### src/rtl/module_multiplier.sv
// module_multiplier: sequential shift-and-add unsigned multiplier, one operand bit per clock.
//   clk, rst            : clock, asynchronous active-high reset
//   multiplicand, multiplier, in_valid / in_ready : operand handshake (accepted in IDLE only)
//   product, out_valid / out_ready                : 2*DATAWIDTH-bit result handshake (held in DONE)
module module_multiplier #(
   parameter int DATAWIDTH = 24
) (
   input  logic                   clk,
   input  logic                   rst,
   input  logic [DATAWIDTH-1:0]   multiplicand,
   input  logic [DATAWIDTH-1:0]   multiplier,
   input  logic                   in_valid,
   output logic                   in_ready,
   output logic [2*DATAWIDTH-1:0] product,
   output logic                   out_valid,
   input  logic                   out_ready
);
   localparam int CW = $clog2(DATAWIDTH) + 1;
   typedef enum logic [1:0] {IDLE, CALC, DONE} state_t;
   state_t                 state_q, state_d;
   logic [2*DATAWIDTH-1:0] a_q, a_d, acc_q, acc_d, product_q, product_d, sum;
   logic [DATAWIDTH-1:0]   b_q, b_d;
   logic [CW-1:0]          cnt_q, cnt_d;
   logic                   accept, last;
   assign accept = state_q == IDLE && in_valid;
   assign last   = cnt_q == CW'(DATAWIDTH - 1);
   // Partial sum for this iteration; also the final product on the last CALC edge.
   assign sum    = acc_q + (b_q[0] ? a_q : '0);
   always_ff @(posedge clk or posedge rst) begin
      if (rst) begin
         state_q   <= IDLE;
         a_q       <= '0;
         b_q       <= '0;
         acc_q     <= '0;
         cnt_q     <= '0;
         product_q <= '0;
      end else begin
         state_q   <= state_d;
         a_q       <= a_d;
         b_q       <= b_d;
         acc_q     <= acc_d;
         cnt_q     <= cnt_d;
         product_q <= product_d;
      end
   end
   always_comb begin
      state_d = accept                           ? CALC :
                (state_q == CALC && last)        ? DONE :
                (state_q == DONE && out_ready)   ? IDLE : state_q;
   end
   always_comb begin
      a_d       = a_q;
      b_d       = b_q;
      acc_d     = acc_q;
      cnt_d     = cnt_q;
      product_d = product_q;
      if (accept) begin
         a_d   = {{DATAWIDTH{1'b0}}, multiplicand};
         b_d   = multiplier;
         acc_d = '0;
         cnt_d = '0;
      end else if (state_q == CALC) begin
         acc_d     = sum;
         a_d       = a_q << 1;
         b_d       = b_q >> 1;
         cnt_d     = cnt_q + 1'b1;
         product_d = last ? sum : product_q;
      end
   end
   always_comb begin
      in_ready  = state_q == IDLE;
      out_valid = state_q == DONE;
      product   = product_q;
   end
endmodule

### config.mk
export PLATFORM = sky130hd
export DESIGN_NAME = module_multiplier
export DESIGN_NICKNAME = d
export VERILOG_FILES = /design/src/rtl/module_multiplier.sv
export SDC_FILE = /design/constraint.sdc
export NUM_CORES = 1
export LEC_CHECK = 0
export BUFFER_PORTS_ARGS = -buffer_cell sky130_fd_sc_hd__buf_2
export CORE_UTILIZATION = 29
export CTS_BUF_LIST = sky130_fd_sc_hd__clkbuf_4 sky130_fd_sc_hd__clkbuf_8 sky130_fd_sc_hd__clkbuf_16
export DETAILED_ROUTE_END_ITERATION = 8
export PLACE_DENSITY = 0.51
export SKIP_LAST_GASP = 1
export SLEW_MARGIN = 15
export SYNTH_ARGS = -nofsm -noshare
export SYNTH_HDL_FRONTEND = slang
export SYNTH_SLANG_ARGS = --single-unit
### constraint.sdc
create_clock -name clk -period 8.1 [get_ports clk]
set_input_delay 1.62 -clock clk [delete_from_list [all_inputs] [get_ports clk]]
set_output_delay 1.62 -clock clk [all_outputs]
set_load 0.02 [all_outputs]
# Yosys cells after proc, flatten, opt, wreduce, memory -nomap -nowiden
# Index checks and enable logic that the tools add are counted.
[totals]
register_bits = 176
latchBits = 0
ram_bits = 0
romBits = 0
out_inout_bits = 50
elab_cells = 31
n_memories = 0
[op_classes]
add_sub_neg = 2
n_mul = 0
div = 0
magnitude_cmp = 0
eq_ne = 3
shift = 0
muxes = 12
bitwise = 1
reduce_logical = 7
[ops]
columns = ["cell", "n"]
rows = [
  ["48-bit 2-to-1 mux", 5],
  ["48-bit adder", 1],
  ["24-bit 2-to-1 mux", 2],
  ["6-bit 2-to-1 mux", 2],
  ["6-bit by 1-bit adder with 6-bit output (second input constant)", 1],
  ["6-bit by 5-bit equality test with 1-bit output (second input constant)", 1],
  ["2-bit 2-to-1 mux", 3],
  ["1-bit logical AND", 3],
  ["3-bit AND reduction", 1],
  ["3-bit nonzero test", 1],
  ["2-bit by 1-bit equality test with 1-bit output (second input constant)", 1],
  ["2-bit equality test (second input constant)", 1],
  ["2-bit zero test", 1],
  ["2-bit nonzero test", 1],
  ["1-bit inverter", 1],
]

# Logic depth before layout (Yosys ltp)
# Gate-level depths: netlist of run 1.
[depth]
depth_word = 5
mapped_depth = 13
mapped_depth_nobuf = 11

# Least setup slack after synthesis of run 1
# OpenSTA, ideal clock, no wires.
[synth_path]
path_type = "register to register"
start = "register b_q[0]"
end = "register product_q[32] (netlist: product[32])"
setup_time_ns = 0.125
arrival_time_ns = 2.995
required_ns = 7.975
slack_ns = 4.981
path_stages_with_launch = 14
cell_sequence = "dfrtp_1 clkbuf_1 clkbuf_1 and2_1 ha_1 buf_6 and2_4 a221oi_2 o21ai_1 a221o_1 nor3_2 o21ai_1 xnor2_1 mux2_2"
[synth_via]
elab_chain_cells = 2
[synth_lines]
columns = ["item", "line", "source"]
rows = [
  ["start, declared", "22", "logic [DATAWIDTH-1:0] b_q, b_d;"],
  ["start signal, assigned", "33", "b_q <= '0;"],
  ["start signal, assigned", "40", "b_q <= b_d;"],
  ["48-bit 2-to-1 mux", "28", "assign sum = acc_q + (b_q[0] ? a_q : '0);"],
  ["48-bit adder", "28", ""],
  ["end signal, assigned", "43", "product_q <= product_d;"],
  ["end, declared", "21", "logic [2*DATAWIDTH-1:0] a_q, a_d, acc_q, acc_d, product_q, product_d, sum;"],
]
# No other way between the ends.
# A chain may end at the register's enable or synchronous reset.

# Final worst setup path of run 1
[layout_path]
start = "register b_q[0]"
end = "register product_q[41] (netlist: product[41])"
# The elaborated chain is that of the path after synthesis.

==> parameters.txt, run 1 <==
Parameter                              Value

Placement
  Half-perimeter wire length after placement    slightly above 20000 µm
  Worst setup timing slack at the placement stage    around 4.0 ns
  Final Wtd Congestion    approximately 0.90
  Count of input and output buffers    101

Floorplanning
  Initial core utilization    0.296
  Die outline width    190 µm
  Top-Level Pins    102
  Floorplan die area    0.0361 mm²
  Row Count    between 60 and 70
  Chip Height    around 190 µm
  Area inside the core boundary    0.0346 mm²

Drt
  Router iterations before antenna repair    6
  Remaining antenna violation count    0
  DR iter-0 viols    just under 600
  Wire length per cell    roughly 17 µm
  Via Count    between 8000 and 9000
  Wirelength, routed    around 29000 µm
  Per-cell via count in the routed design    5.12
  # DRC    0

Worst setup path
  Highest-delay cell along the critical path    sky130_fd_sc_hd__dfrtp_1
  Top cell family by delay on the critical path    compound AO/OA/AOI/OAI gates
  Critical setup path kind    reg2reg
  Worst-path fanout max    31
  Data required time of the worst path    between 8 and 9 ns
  Critical Path Start Type    flip-flop
  CP Capture Type    flip-flop
  Arrival time reported for the critical path endpoint    4.04 ns
  Highest cell delay on the worst timing path    ~0.66 ns
  Cell-by-cell trace of the critical path    buf_4, and2_1, ha_1, a21oi_1, o21bai_1, a211oi_1, o21bai_1, nor3_2, o21ai_1, xnor2_1, mux2_2
  Worst path bufs/invs    1
  Most used cell, CP    sky130_fd_sc_hd__o21bai_1

Yosys
  Largest area contributor in the netlist    sky130_fd_sc_hd__dfrtp_1
  Number of synthesized flops with an enable pin    0
  Post-synthesis sequential area ratio    0.430
  Nets in the synthesized netlist    roughly 1300
  Most frequent cell after synthesis    sky130_fd_sc_hd__nand2_1
  Cell area after synthesis    a little over 0.01 mm²
  Count of warnings emitted by yosys    0
  Area share of the leading cell type in the synthesized netlist    0.430
  Top flip-flop cell by instance count after synthesis    sky130_fd_sc_hd__dfrtp_1
  Synth Instances    about 1200
  Largest cells by area after synthesis    sky130_fd_sc_hd__dfrtp_1, sky130_fd_sc_hd__nand2_1, sky130_fd_sc_hd__ha_1, sky130_fd_sc_hd__o21ai_0, sky130_fd_sc_hd__a22oi_1
  Number of unique standard cell types used by synthesis    70
  Number of synthesized register bits    176
  Cell types with the highest counts after synthesis    sky130_fd_sc_hd__nand2_1, sky130_fd_sc_hd__dfrtp_1, sky130_fd_sc_hd__o21ai_0, sky130_fd_sc_hd__clkbuf_1, sky130_fd_sc_hd__a21oi_1
  Mean post-synth cell area    between 8 and 9 µm²
  Share of async-settable or async-resettable flops after synthesis    1.00

GRT
  Largest net degree at the start of global routing    a little under 90
  Global Route met1 Usage    0.252
  First-pass GRT wire length    roughly 47000 µm
  Grt ovf    0
  Global routing met2 resource utilization    0.237
  Initial antenna violation count    1
  Overall routing resource usage    0.166
  Vias in the first global route    8482
  GRT busiest layer    met1
  GR Util met3    0.0275

Timing
  Min Tclk post-route    around 3.7 ns
  Setup repair after global routing missed its margin    no
  Setup Viol. Count Final    0
  Final critical-path setup slack    4.39 ns
  Total Neg Setup Slack    0 ns
  Least-Margin Pin Slew    roughly 1.1 ns
  Post-route clock period utilization    0.458
  Largest clock skew in the final design    0.0166 ns
  Highest achievable clock rate    approximately 270 MHz
  Final hold violation count    0
  Normalized max-slew margin    0.246
  Total count of max-transition violations in the final report    0

CTS
  CTS sink cnt    around 180
  Number of gates given a new drive strength after cts    0
  Clock-pin slew of the registers on the worst-case setup and hold paths    ~0.070 ns
  TritonCTS Buffers    17
  Library cell used as clock root buffer    sky130_fd_sc_hd__clkbuf_16
  Hold-fix buffers at CTS    0
  CTS tree    built
  Clock Tree Buf Depth    2
  Number of buffers inserted by post-CTS setup repair    0
  H-tree level count    4
  Latest clock arrival within the worst-skew pair    0.45 ns

Layout
  Fillers    3606
  Sequential Area    0.00440 mm²
  Area occupied by multi-input gates    0.00548 mm²
  Net total in the final layout    1334
  Utilization after layout    0.337
  Area overhead of the layout relative to synthesis    13.8%
  Fraction of layout cells with a size suffix above 1    0.140

Worst hold path
  Hold Crit Class    reg2reg

Status
  Outcome    finished, final reports clean

Job
  Max Cap Viol    0

Pwr
  Pwr dens    149 mW/mm²
  Static power due to leakage    5.74 nW
  Maximum ir drop on the vdd rail    roughly 76 µV
[flip-flops by register name (all words and copies together), names as in the netlist]
register	cells
a_q	48
acc_q	48
b_q	24
cnt_q	6
product	48
state_q	2
[worst paths after layout]
path,startpoint,to,slack (ns),cells after the start
max,b_q[0]$_DFFE_PP0P_,product[41]$_DFFE_PP0P_,4.39,11
min,product[17]$_DFFE_PP0P_,product[17]$_DFFE_PP0P_,0.47,2
max reg2reg,b_q[0]$_DFFE_PP0P_,product[41]$_DFFE_PP0P_,4.39,11
min reg2reg,product[17]$_DFFE_PP0P_,product[17]$_DFFE_PP0P_,0.47,2
max in group asynchronous,rst,product[46]$_DFFE_PP0P_,5.54,3
min in group asynchronous,rst,product[6]$_DFFE_PP0P_,1.35,2
[stage by stage]
stage,cells,cell area (µm²),total power (W),hold slack (ns)
floorplan,1183,10200,0.000908,0.446
global placement,1669,11100,0.000930,0.455
detailed placement,1669,11100,0.000930,0.458
CTS,1701,11700,0.00176,0.476
global route,1701,11700,0.00180,0.499
finish,1702,11700,0.00173,0.469
[area by class of cell]
| cell class | instances | share of cell area |
|---|---|---|
| Antenna cell | 1 | 0.000215 |
| Multi-Input combinational cell | 912 | 0.470 |
| Timing Repair Buffer | 111 | 0.0498 |
| Tap cell | 455 | 0.0488 |
| Clock buffer | 19 | 0.0383 |
| Inverter | 15 | 0.00526 |
| Clock inverter | 13 | 0.00998 |
| Sequential cell | 176 | 0.378 |
[cell usage in the layout (no fill, tap or decap), drive strengths merged, types with 19 or more instances in the layout]
master	instances
o21ai	123
a21oi	59
buf	111
clkbuf	19
dfrtp	176
nand3	53
nand2	270
xnor2	22
ha	48
and2	51
inv	26
a21o	19
nor2	38
a22oi	46
[cell families after synthesis]
group                    Yosys count  synth area share
AND/OR/NAND/NOR                  484             0.221
buffers and inverters             95            0.0378
adder cells (fa/ha/maj)           49            0.0606
multiplexers                      11            0.0112
flip-flops                       176             0.430
AO/OA/AOI/OAI                    330             0.206
XOR/XNOR                          38            0.0332
[worst min-delay path, delay by kind of cell, from the launching register on]
kind | cells | cell delay [ns]
AND/OR/NAND/NOR | 2 | 0.10
flip-flops | 1 | 0.34
[layer usage]
layer	vias to the layer above	wire length (µm)
li1	4298	-
met1	4172	15100
met3	28	1310
met4	0	451
met2	216	12100
met5	-	0
[report_power, final]
part / internal, W / leakage (nW) / total [W] / switching, W
clock: 0.000418 / 0.274 / 0.000821 / 0.000403
sequential: 0.000878 / 2.09 / 0.000878 / 0
combinational: 0.00000938 / 3.37 / 0.0000325 / 0.0000231
total: 0.00131 / 5.74 / 0.00173 / 0.000426
(Power assumes the default switching activity.)
==> run 2: changes to the inputs <==
--- a/config.mk
+++ b/config.mk
@@ -5,6 +5,7 @@
 export SDC_FILE = /design/constraint.sdc
 export NUM_CORES = 1
 export LEC_CHECK = 0
+export ABC_AREA = 1
 export BUFFER_PORTS_ARGS = -buffer_cell sky130_fd_sc_hd__buf_2
 export CORE_UTILIZATION = 29
 export CTS_BUF_LIST = sky130_fd_sc_hd__clkbuf_4 sky130_fd_sc_hd__clkbuf_8 sky130_fd_sc_hd__clkbuf_16
==> constraint.sdc (replaced) <==
create_clock -name clk -period 3.6 [get_ports clk]
set_input_delay 0.72 -clock clk [delete_from_list [all_inputs] [get_ports clk]]
set_output_delay 0.72 -clock clk [all_outputs]
set_load 0.02 [all_outputs]
==> run 2 against run 1 <==
  * Sequential share of layout area fell by 4.1 points
  * Routed wire length increased by 24%
  * Fmax increased by 19%
  * Critical path type unchanged
  * Critical endpoint is now product[42]$_DFFE_PP0P_
==> parameters.txt, run 2 <==
Parameter                              Value

Floorplanning
  Die outline width    201 µm (was 190 µm)
  Chip Height    201 µm (was 190 µm)
  Top-Level Pins    102 (unchanged)
  Area inside the core boundary    0.0387 mm² (was 0.0346 mm²)
  Floorplan die area    0.0402 mm² (was 0.0361 mm²)
  Initial core utilization    0.295 (was 0.296)
  Row Count    72 (was 68)

Yosys
  Share of async-settable or async-resettable flops after synthesis    1.00 (unchanged)
  Combinational family with the most area after synthesis    simple AND/OR/NAND/NOR gates (unchanged)
  Largest area contributor in the netlist    sky130_fd_sc_hd__dfrtp_1 (unchanged)
  Area fraction in compound gates after synthesis    0.0695 (was 0.206)
  Top flip-flop cell by instance count after synthesis    sky130_fd_sc_hd__dfrtp_1 (unchanged)
  Number of synthesized register bits    176 (unchanged)
  Post-synthesis sequential area ratio    0.385 (was 0.430)
  Cell types with the highest counts after synthesis    sky130_fd_sc_hd__nand2_1, sky130_fd_sc_hd__inv_1, sky130_fd_sc_hd__dfrtp_1, sky130_fd_sc_hd__nand3_1, sky130_fd_sc_hd__nor2_1 (was sky130_fd_sc_hd__nand2_1, sky130_fd_sc_hd__dfrtp_1, sky130_fd_sc_hd__o21ai_0, sky130_fd_sc_hd__clkbuf_1, sky130_fd_sc_hd__a21oi_1)
  Cell area after synthesis    0.0114 mm² (was 0.0102 mm²)
  Number of synthesized flops with an enable pin    0 (unchanged)
  Area share of the leading cell type in the synthesized netlist    0.385 (was 0.430)
  Synth Instances    1704 (was 1183)
  Fraction of synthesized cell area in xor and xnor cells    0.0138 (was 0.0332)
  Most frequent cell after synthesis    sky130_fd_sc_hd__nand2_1 (unchanged)
  Arithmetic-cell share of the synthesized area counting full adders, half adders and majority gates    0.0543 (was 0.0606)
  Mean post-synth cell area    6.71 µm² (was 8.66 µm²)
  Nets in the synthesized netlist    1805 (was 1284)
  Count of warnings emitted by yosys    0 (unchanged)
  Number of unique standard cell types used by synthesis    39 (was 70)
  Largest cells by area after synthesis    sky130_fd_sc_hd__dfrtp_1, sky130_fd_sc_hd__nand2_1, sky130_fd_sc_hd__inv_1, sky130_fd_sc_hd__ha_1, sky130_fd_sc_hd__nand3_1 (was sky130_fd_sc_hd__dfrtp_1, sky130_fd_sc_hd__nand2_1, sky130_fd_sc_hd__ha_1, sky130_fd_sc_hd__o21ai_0, sky130_fd_sc_hd__a22oi_1)
  Multiplexer area fraction after synthesis    0 (was 0.0112)
  Post-synthesis share of cell area spent on and, or, nand and nor gates    0.348 (was 0.221)

Pwr
  Static power due to leakage    7.22 nW (was 5.74 nW)
  Internal Dissipation    0.00299 W (was 0.00131 W)
  Pwr dens    305 mW/mm² (was 149 mW/mm²)
  Total net switching power    0.000996 W (was 0.000426 W)
  Clock power share    0.485 (was 0.474)
  Switching fraction of total power    0.250 (was 0.246)
  Register share of total power    0.495 (was 0.507)
  Maximum ir drop on the vdd rail    340 µV (was 76.3 µV)
  Portion of total power attributed to combinational logic    0.020 (was 0.019)

CTS
  Number of gates given a new drive strength after cts    0 (unchanged)
  CTS sink cnt    176 (unchanged)
  Hold-fix buffers at CTS    0 (unchanged)
  Clock Tree Buf Depth    2 (unchanged)
  H-tree level count    4 (unchanged)
  Number of buffers inserted by post-CTS setup repair    0 (unchanged)
  Library cell used as clock root buffer    sky130_fd_sc_hd__clkbuf_16 (unchanged)
  Latest clock arrival within the worst-skew pair    0.47 ns (was 0.45 ns)
  CTS tree    built (unchanged)
  Clock-pin slew of the registers on the worst-case setup and hold paths    0.08 ns (was 0.07 ns)
  TritonCTS Buffers    17 (unchanged)

Worst setup path
  Arrival time reported for the critical path endpoint    3.46 ns (was 4.04 ns)
  Highest-delay cell along the critical path    sky130_fd_sc_hd__dfrtp_1 (unchanged)
  Worst reg2reg startpoint    b_q[0]$_DFFE_PP0P_ (unchanged)
  Critical Path Start Type    flip-flop (unchanged)
  Register-to-Register Path Depth    13 (was 11)
  Data required time of the worst path    3.94 ns (was 8.43 ns)
  CP Capture Type    flip-flop (unchanged)
  Cell-by-cell trace of the critical path    buf_4, nand2_1, inv_1, ha_1, nand2_1, nor2_1, inv_1, nor3_2, nand3_1, nand3_1, nand2_1, nand3_1, nand2_1 (was buf_4, and2_1, ha_1, a21oi_1, o21bai_1, a211oi_1, o21bai_1, nor3_2, o21ai_1, xnor2_1, mux2_2)
  Beginning of the critical path    b_q[0]$_DFFE_PP0P_ (unchanged)
  Highest cell delay on the worst timing path    0.86 ns (was 0.66 ns)
  Worst reg2reg endpoint    product[42]$_DFFE_PP0P_ (was product[41]$_DFFE_PP0P_)
  Critical setup path kind    reg2reg (unchanged)
  Internal reg-to-reg setup slack    0.49 ns (was 4.39 ns)
  Most used cell, CP    sky130_fd_sc_hd__nand2_1 (was sky130_fd_sc_hd__o21bai_1)
  Worst-path fanout max    22 (was 31)

Timing
  Least-Margin Pin Slew    0.971 ns (was 1.13 ns)
  Total Neg Setup Slack    0 ns (unchanged)
  Total count of max-transition violations in the final report    0 (unchanged)
  Largest clock skew in the final design    0.0193 ns (was 0.0166 ns)
  Min Tclk post-route    3.11 ns (was 3.71 ns)
  Post-route clock period utilization    0.865 (was 0.458)
  Setup repair after global routing missed its margin    no (unchanged)
  Setup Viol. Count Final    0 (unchanged)
  Normalized max-slew margin    0.352 (was 0.246)
  Highest achievable clock rate    321 MHz (was 270 MHz)
  Final hold violation count    0 (unchanged)

Drt
  Wirelength, routed    36000 µm (was 29000 µm)
  DR iter-0 viols    665 (was 584)
  Per-cell via count in the routed design    4.51 (was 5.12)
  Wire length per cell    15.5 µm (was 17.1 µm)
  Via Count    10500 (was 8714)
  Remaining antenna violation count    0 (unchanged)
  # DRC    0 (unchanged)
  Router iterations before antenna repair    5 (was 6)

Layout
  Most common library cell in the layout ignoring fill and taps    sky130_fd_sc_hd__nand2_1 (unchanged)
  Area occupied by multi-input gates    0.00556 mm² (was 0.00548 mm²)
  Net total in the final layout    1890 (was 1334)
  Fillers    4312 (was 3606)
  Area overhead of the layout relative to synthesis    14.5% (was 13.8%)
  Commonest non-fill, non-tap cells in the layout    sky130_fd_sc_hd__nand2_1, sky130_fd_sc_hd__inv_1, sky130_fd_sc_hd__dfrtp_1 (was sky130_fd_sc_hd__nand2_1, sky130_fd_sc_hd__dfrtp_1, sky130_fd_sc_hd__buf_2)
  Utilization after layout    0.338 (was 0.337)
  Antenna diode instance count    0 (was 1)
  Sequential Area    0.00440 mm² (unchanged)
  Fraction of layout cells with a size suffix above 1    0.110 (was 0.140)

GRT
  Largest net degree at the start of global routing    75 (was 88)
  Initial antenna violation count    1 (unchanged)
  First-pass GRT wire length    57300 µm (was 47200 µm)
  Overall routing resource usage    0.184 (was 0.166)
  Vias in the first global route    10300 (was 8482)
  Grt ovf    0 (unchanged)

Worst hold path
  Hold Crit Class    in2async (was reg2reg)

Placement
  Half-perimeter wire length after placement    27800 µm (was 20500 µm)
  Final Wtd Congestion    0.932 (was 0.903)
  Count of input and output buffers    101 (unchanged)

Job
  Max Cap Viol    0 (unchanged)

Status
  Outcome    finished, final reports clean (unchanged)
==> run 2: power groups by stage <==
stage / combinational [W] / sequential [W] / clock (W)
global placement: 0.0000818 / 0.00201 / 0
detailed placement: 0.0000826 / 0.00201 / 0
CTS: 0.0000822 / 0.00198 / 0.00199
finish: 0.0000780 / 0.00198 / 0.00193
floorplan: 0.0000290 / 0.00202 / 0
global route: 0.0000897 / 0.00197 / 0.00206
==> run 2: cell families (layout without fill, tap and decap cells) <==
| logic type | count (synthesis) | count (layout) |
|---|---|---|
| simple gates | 954 | 954 |
| fa+ha+maj | 49 | 49 |
| compound gates | 129 | 129 |
| flops | 176 | 176 |
| buf+inv | 378 | 476 |
| xor+xnor | 18 | 18 |
==> run 2: final cells by class <==
| type | instances | area share |
|---|---|---|
| Clock buffer | 17 | 0.0325 |
| Sequential cell | 176 | 0.337 |
| Tap cell | 518 | 0.0495 |
| Multi-Input combinational cell | 1150 | 0.425 |
| Clock inverter | 15 | 0.0128 |
| Timing Repair Buffer | 112 | 0.0478 |
| Inverter | 332 | 0.0956 |
==> run 2: worst max-delay path by stage <==
stage                     cells after the start                 endpoint
after CTS                                    13  product[42]$_DFFE_PP0P_
after detailed placement                     15    acc_q[40]$_DFFE_PP0P_
after floorplan                               1       a_q[0]$_DFFE_PP0P_
after global routing                         13  product[42]$_DFFE_PP0P_
after global placement                       15    acc_q[40]$_DFFE_PP0P_
final                                        13  product[42]$_DFFE_PP0P_
==> run 2: metrics by stage <==
step                      setup slack [ns]  total power (W)  instances  hold slack (ns)  cell area [µm²]
after floorplan                      0.627          0.00204       1704            0.453            11400
after global placement               0.478          0.00210       2288            0.460            12500
after detailed placement             0.509          0.00210       2288            0.460            12500
after CTS                            0.491          0.00405       2320            0.384            13100
after global routing                 0.183          0.00413       2320            0.429            13100
final                                0.486          0.00399       2320            0.389            13100
==> run 2: critical path: cells and delay by family (launching register included) <==
kind                     cells  cell delay [ns]
flip-flops                   1             0.86
buffers and inverters        3             0.56
AND/OR/NAND/NOR              9             1.35
adder cells (fa/ha/maj)      1             0.22
==> run 2: per-layer routing <==
metal,vias up,track usage,routed length [µm]
met5,-,0,0
met4,0,0.0461,551
met3,29,0.0331,1450
met2,178,0.283,15700
met1,4866,0.266,18300
li1,5386,-,-
==> run 3: changes to the inputs <==
==> constraint.sdc (replaced) <==
create_clock -name clk -period 3.4 [get_ports clk]
set_input_delay 0.68 -clock clk [delete_from_list [all_inputs] [get_ports clk]]
set_output_delay 0.68 -clock clk [all_outputs]
set_load 0.02 [all_outputs]
==> run 3 against run 2 <==
  * Clock skew down 0.0039 ns
  * Sequential power is 6% higher
  * Utilization down 0.081 points
  * Highest routed layer unchanged
==> parameters.txt, run 3 (synthesis results as in run 2) <==
Parameter                              Value

Layout
  Area overhead of the layout relative to synthesis    14.2% (was 14.5%)
  Commonest non-fill, non-tap cells in the layout    sky130_fd_sc_hd__nand2_1, sky130_fd_sc_hd__inv_1, sky130_fd_sc_hd__dfrtp_1 (unchanged)
  Antenna diode instance count    0 (unchanged)
  Net total in the final layout    1890 (unchanged)
  Fraction of layout cells with a size suffix above 1    0.110 (unchanged)
  Most common library cell in the layout ignoring fill and taps    sky130_fd_sc_hd__nand2_1 (unchanged)

Timing
  Total count of max-transition violations in the final report    0 (unchanged)
  Highest achievable clock rate    349 MHz (was 321 MHz)
  Largest clock skew in the final design    0.0153 ns (was 0.0193 ns)
  Setup repair after global routing missed its margin    no (unchanged)
  Total Neg Setup Slack    0 ns (unchanged)
  Final hold violation count    0 (unchanged)
  Normalized max-slew margin    0.395 (was 0.352)
  Setup Viol. Count Final    0 (unchanged)
  Post-route clock period utilization    0.844 (was 0.865)
  Min Tclk post-route    2.87 ns (was 3.11 ns)
  Least-Margin Pin Slew    0.908 ns (was 0.971 ns)

GRT
  Grt ovf    0 (unchanged)
  Vias in the first global route    10100 (was 10300)
  First-pass GRT wire length    56900 µm (was 57300 µm)
  Largest net degree at the start of global routing    95 (was 75)
  Initial antenna violation count    1 (unchanged)
  Overall routing resource usage    0.184 (about the same)

Floorplanning
  Area inside the core boundary    0.0387 mm² (unchanged)
  Chip Height    201 µm (unchanged)
  Initial core utilization    0.295 (unchanged)
  Floorplan die area    0.0402 mm² (unchanged)
  Die outline width    201 µm (unchanged)
  Top-Level Pins    102 (unchanged)
  Row Count    72 (unchanged)

Pwr
  Pwr dens    316 mW/mm² (was 305 mW/mm²)
  Tot Pwr    0.00412 W (was 0.00399 W)
  Clock power share    0.474 (was 0.485)
  Switching fraction of total power    0.237 (was 0.250)
  Static power due to leakage    7.21 nW (was 7.22 nW)
  Maximum ir drop on the vdd rail    355 µV (was 340 µV)
  Internal Dissipation    0.00315 W (was 0.00299 W)
  Total net switching power    0.000977 W (was 0.000996 W)
  Register share of total power    0.507 (was 0.495)
  Portion of total power attributed to combinational logic    0.019 (was 0.020)

Worst setup path
  Critical setup path kind    reg2reg (unchanged)
  Worst-path fanout max    32 (was 22)
  CP Capture Type    flip-flop (unchanged)
  Data required time of the worst path    3.75 ns (was 3.94 ns)
  Critical Path Start Type    flip-flop (unchanged)
  Arrival time reported for the critical path endpoint    3.22 ns (was 3.46 ns)

CTS
  CTS tree    built (unchanged)
  CTS sink cnt    176 (unchanged)
  Number of gates given a new drive strength after cts    0 (unchanged)
  Hold-fix buffers at CTS    0 (unchanged)
  Clock-pin slew of the registers on the worst-case setup and hold paths    0.07 ns (was 0.08 ns)
  H-tree level count    4 (unchanged)
  Number of buffers inserted by post-CTS setup repair    0 (unchanged)
  Latest clock arrival within the worst-skew pair    0.47 ns (about the same)
  Library cell used as clock root buffer    sky130_fd_sc_hd__clkbuf_16 (unchanged)
  TritonCTS Buffers    17 (unchanged)
  Clock Tree Buf Depth    2 (unchanged)

Drt
  DR iter-0 viols    731 (was 665)
  Per-cell via count in the routed design    4.49 (was 4.51)
  Wirelength, routed    36000 µm (about the same)
  # DRC    0 (unchanged)
  Via Count    10400 (was 10500)
  Remaining antenna violation count    0 (unchanged)
  Router iterations before antenna repair    5 (unchanged)
  Wire length per cell    15.5 µm (about the same)

Placement
  Count of input and output buffers    101 (unchanged)
  Final Wtd Congestion    0.920 (was 0.932)
  Half-perimeter wire length after placement    27700 µm (was 27800 µm)

Worst hold path
  Hold Crit Class    in2async (unchanged)

Job
  Max Cap Viol    0 (unchanged)

Status
  Outcome    finished, final reports clean (unchanged)
run 3: changes by cell type in the layout (fill, tap and decap cells not counted):
| cell | before | now |
|---|---|---|
| sky130_fd_sc_hd__inv_8 | 5 | 0 |
| sky130_fd_sc_hd__clkbuf_4 | 0 | 3 |
| sky130_fd_sc_hd__clkbuf_8 | 0 | 3 |
| sky130_fd_sc_hd__bufinv_16 | 1 | 0 |
| sky130_fd_sc_hd__clkinv_2 | 2 | 1 |
| sky130_fd_sc_hd__clkinv_8 | 1 | 0 |
| sky130_fd_sc_hd__inv_2 | 10 | 11 |
| sky130_fd_sc_hd__inv_6 | 3 | 4 |
run 3: stage by stage:
stage | utilization | worst slack (ns) | instance area (µm²) | instances | hold WS (ns)
final | 0.337 | 0.531 | 13100 | 2320 | 0.360
after global routing | 0.337 | 0.298 | 13100 | 2320 | 0.410
after CTS | 0.337 | 0.558 | 13100 | 2320 | 0.381
after detailed placement | 0.322 | 0.589 | 12500 | 2288 | 0.462
after global placement | 0.322 | 0.592 | 12500 | 2288 | 0.459
after floorplan | - | 0.467 | 11400 | 1704 | 0.453
run 3: final timing paths:
check                                             start                      end  slack (ns)  cells past startpoint
worst max-delay path                 b_q[0]$_DFFE_PP0P_  product[43]$_DFFE_PP0P_        0.53                     14
worst min-delay path                                rst       b_q[9]$_DFFE_PP0P_        0.36                      3
worst max register to register       b_q[0]$_DFFE_PP0P_  product[43]$_DFFE_PP0P_        0.53                     14
worst min register to register  product[24]$_DFFE_PP0P_  product[24]$_DFFE_PP0P_        0.47                      2
max in group asynchronous                           rst    acc_q[44]$_DFFE_PP0P_        2.54                      3
min in group clk                         multiplier[16]      b_q[16]$_DFFE_PP0P_        0.42                      3
run 3: power groups by stage:
stage          clock network [W]  logic [W]  registers, W
2_1_floorplan                  0  0.0000307       0.00213
3_3_place_gp                   0  0.0000821       0.00213
3_5_place_dp                   0  0.0000816       0.00213
4_1_cts                  0.00202  0.0000815       0.00209
5_1_grt                  0.00210  0.0000894       0.00209
6_report                 0.00195  0.0000777       0.00209
run 3: critical path, cell delays in order (launching register included):
cell and delay, ns:
sky130_fd_sc_hd__dfrtp_1 0.68, sky130_fd_sc_hd__buf_12 0.26, sky130_fd_sc_hd__nand2_1 0.17, sky130_fd_sc_hd__inv_1 0.09, sky130_fd_sc_hd__ha_1 0.27, sky130_fd_sc_hd__nand2_1 0.20, sky130_fd_sc_hd__inv_1 0.06, sky130_fd_sc_hd__nand2_1 0.06
sky130_fd_sc_hd__nand2_1 0.10, sky130_fd_sc_hd__a21oi_1 0.20, sky130_fd_sc_hd__nand2_1 0.19, sky130_fd_sc_hd__nand2_1 0.12, sky130_fd_sc_hd__nand4_1 0.13, sky130_fd_sc_hd__nand3_1 0.15, sky130_fd_sc_hd__nand2_1 0.06
run 3: layout make-up:
class / count / area (µm²)
Clock buffer: 23 / 489
Clock inverter: 9 / 73.8
Fill cell: 4285 / 25700
Inverter: 332 / 1250
Multi-Input combinational cell: 1150 / 5560
Sequential cell: 176 / 4400
Tap cell: 518 / 648
Timing Repair Buffer: 112 / 626
run 3: per-layer routing:
layer / wire, µm / part of all wire / GRT usage
met5: 0 / 0 / 0
met1: 18000 / 0.50 / 0.262
met4: 532 / 0.015 / 0.0534
met2: 15900 / 0.44 / 0.285
met3: 1590 / 0.044 / 0.0320
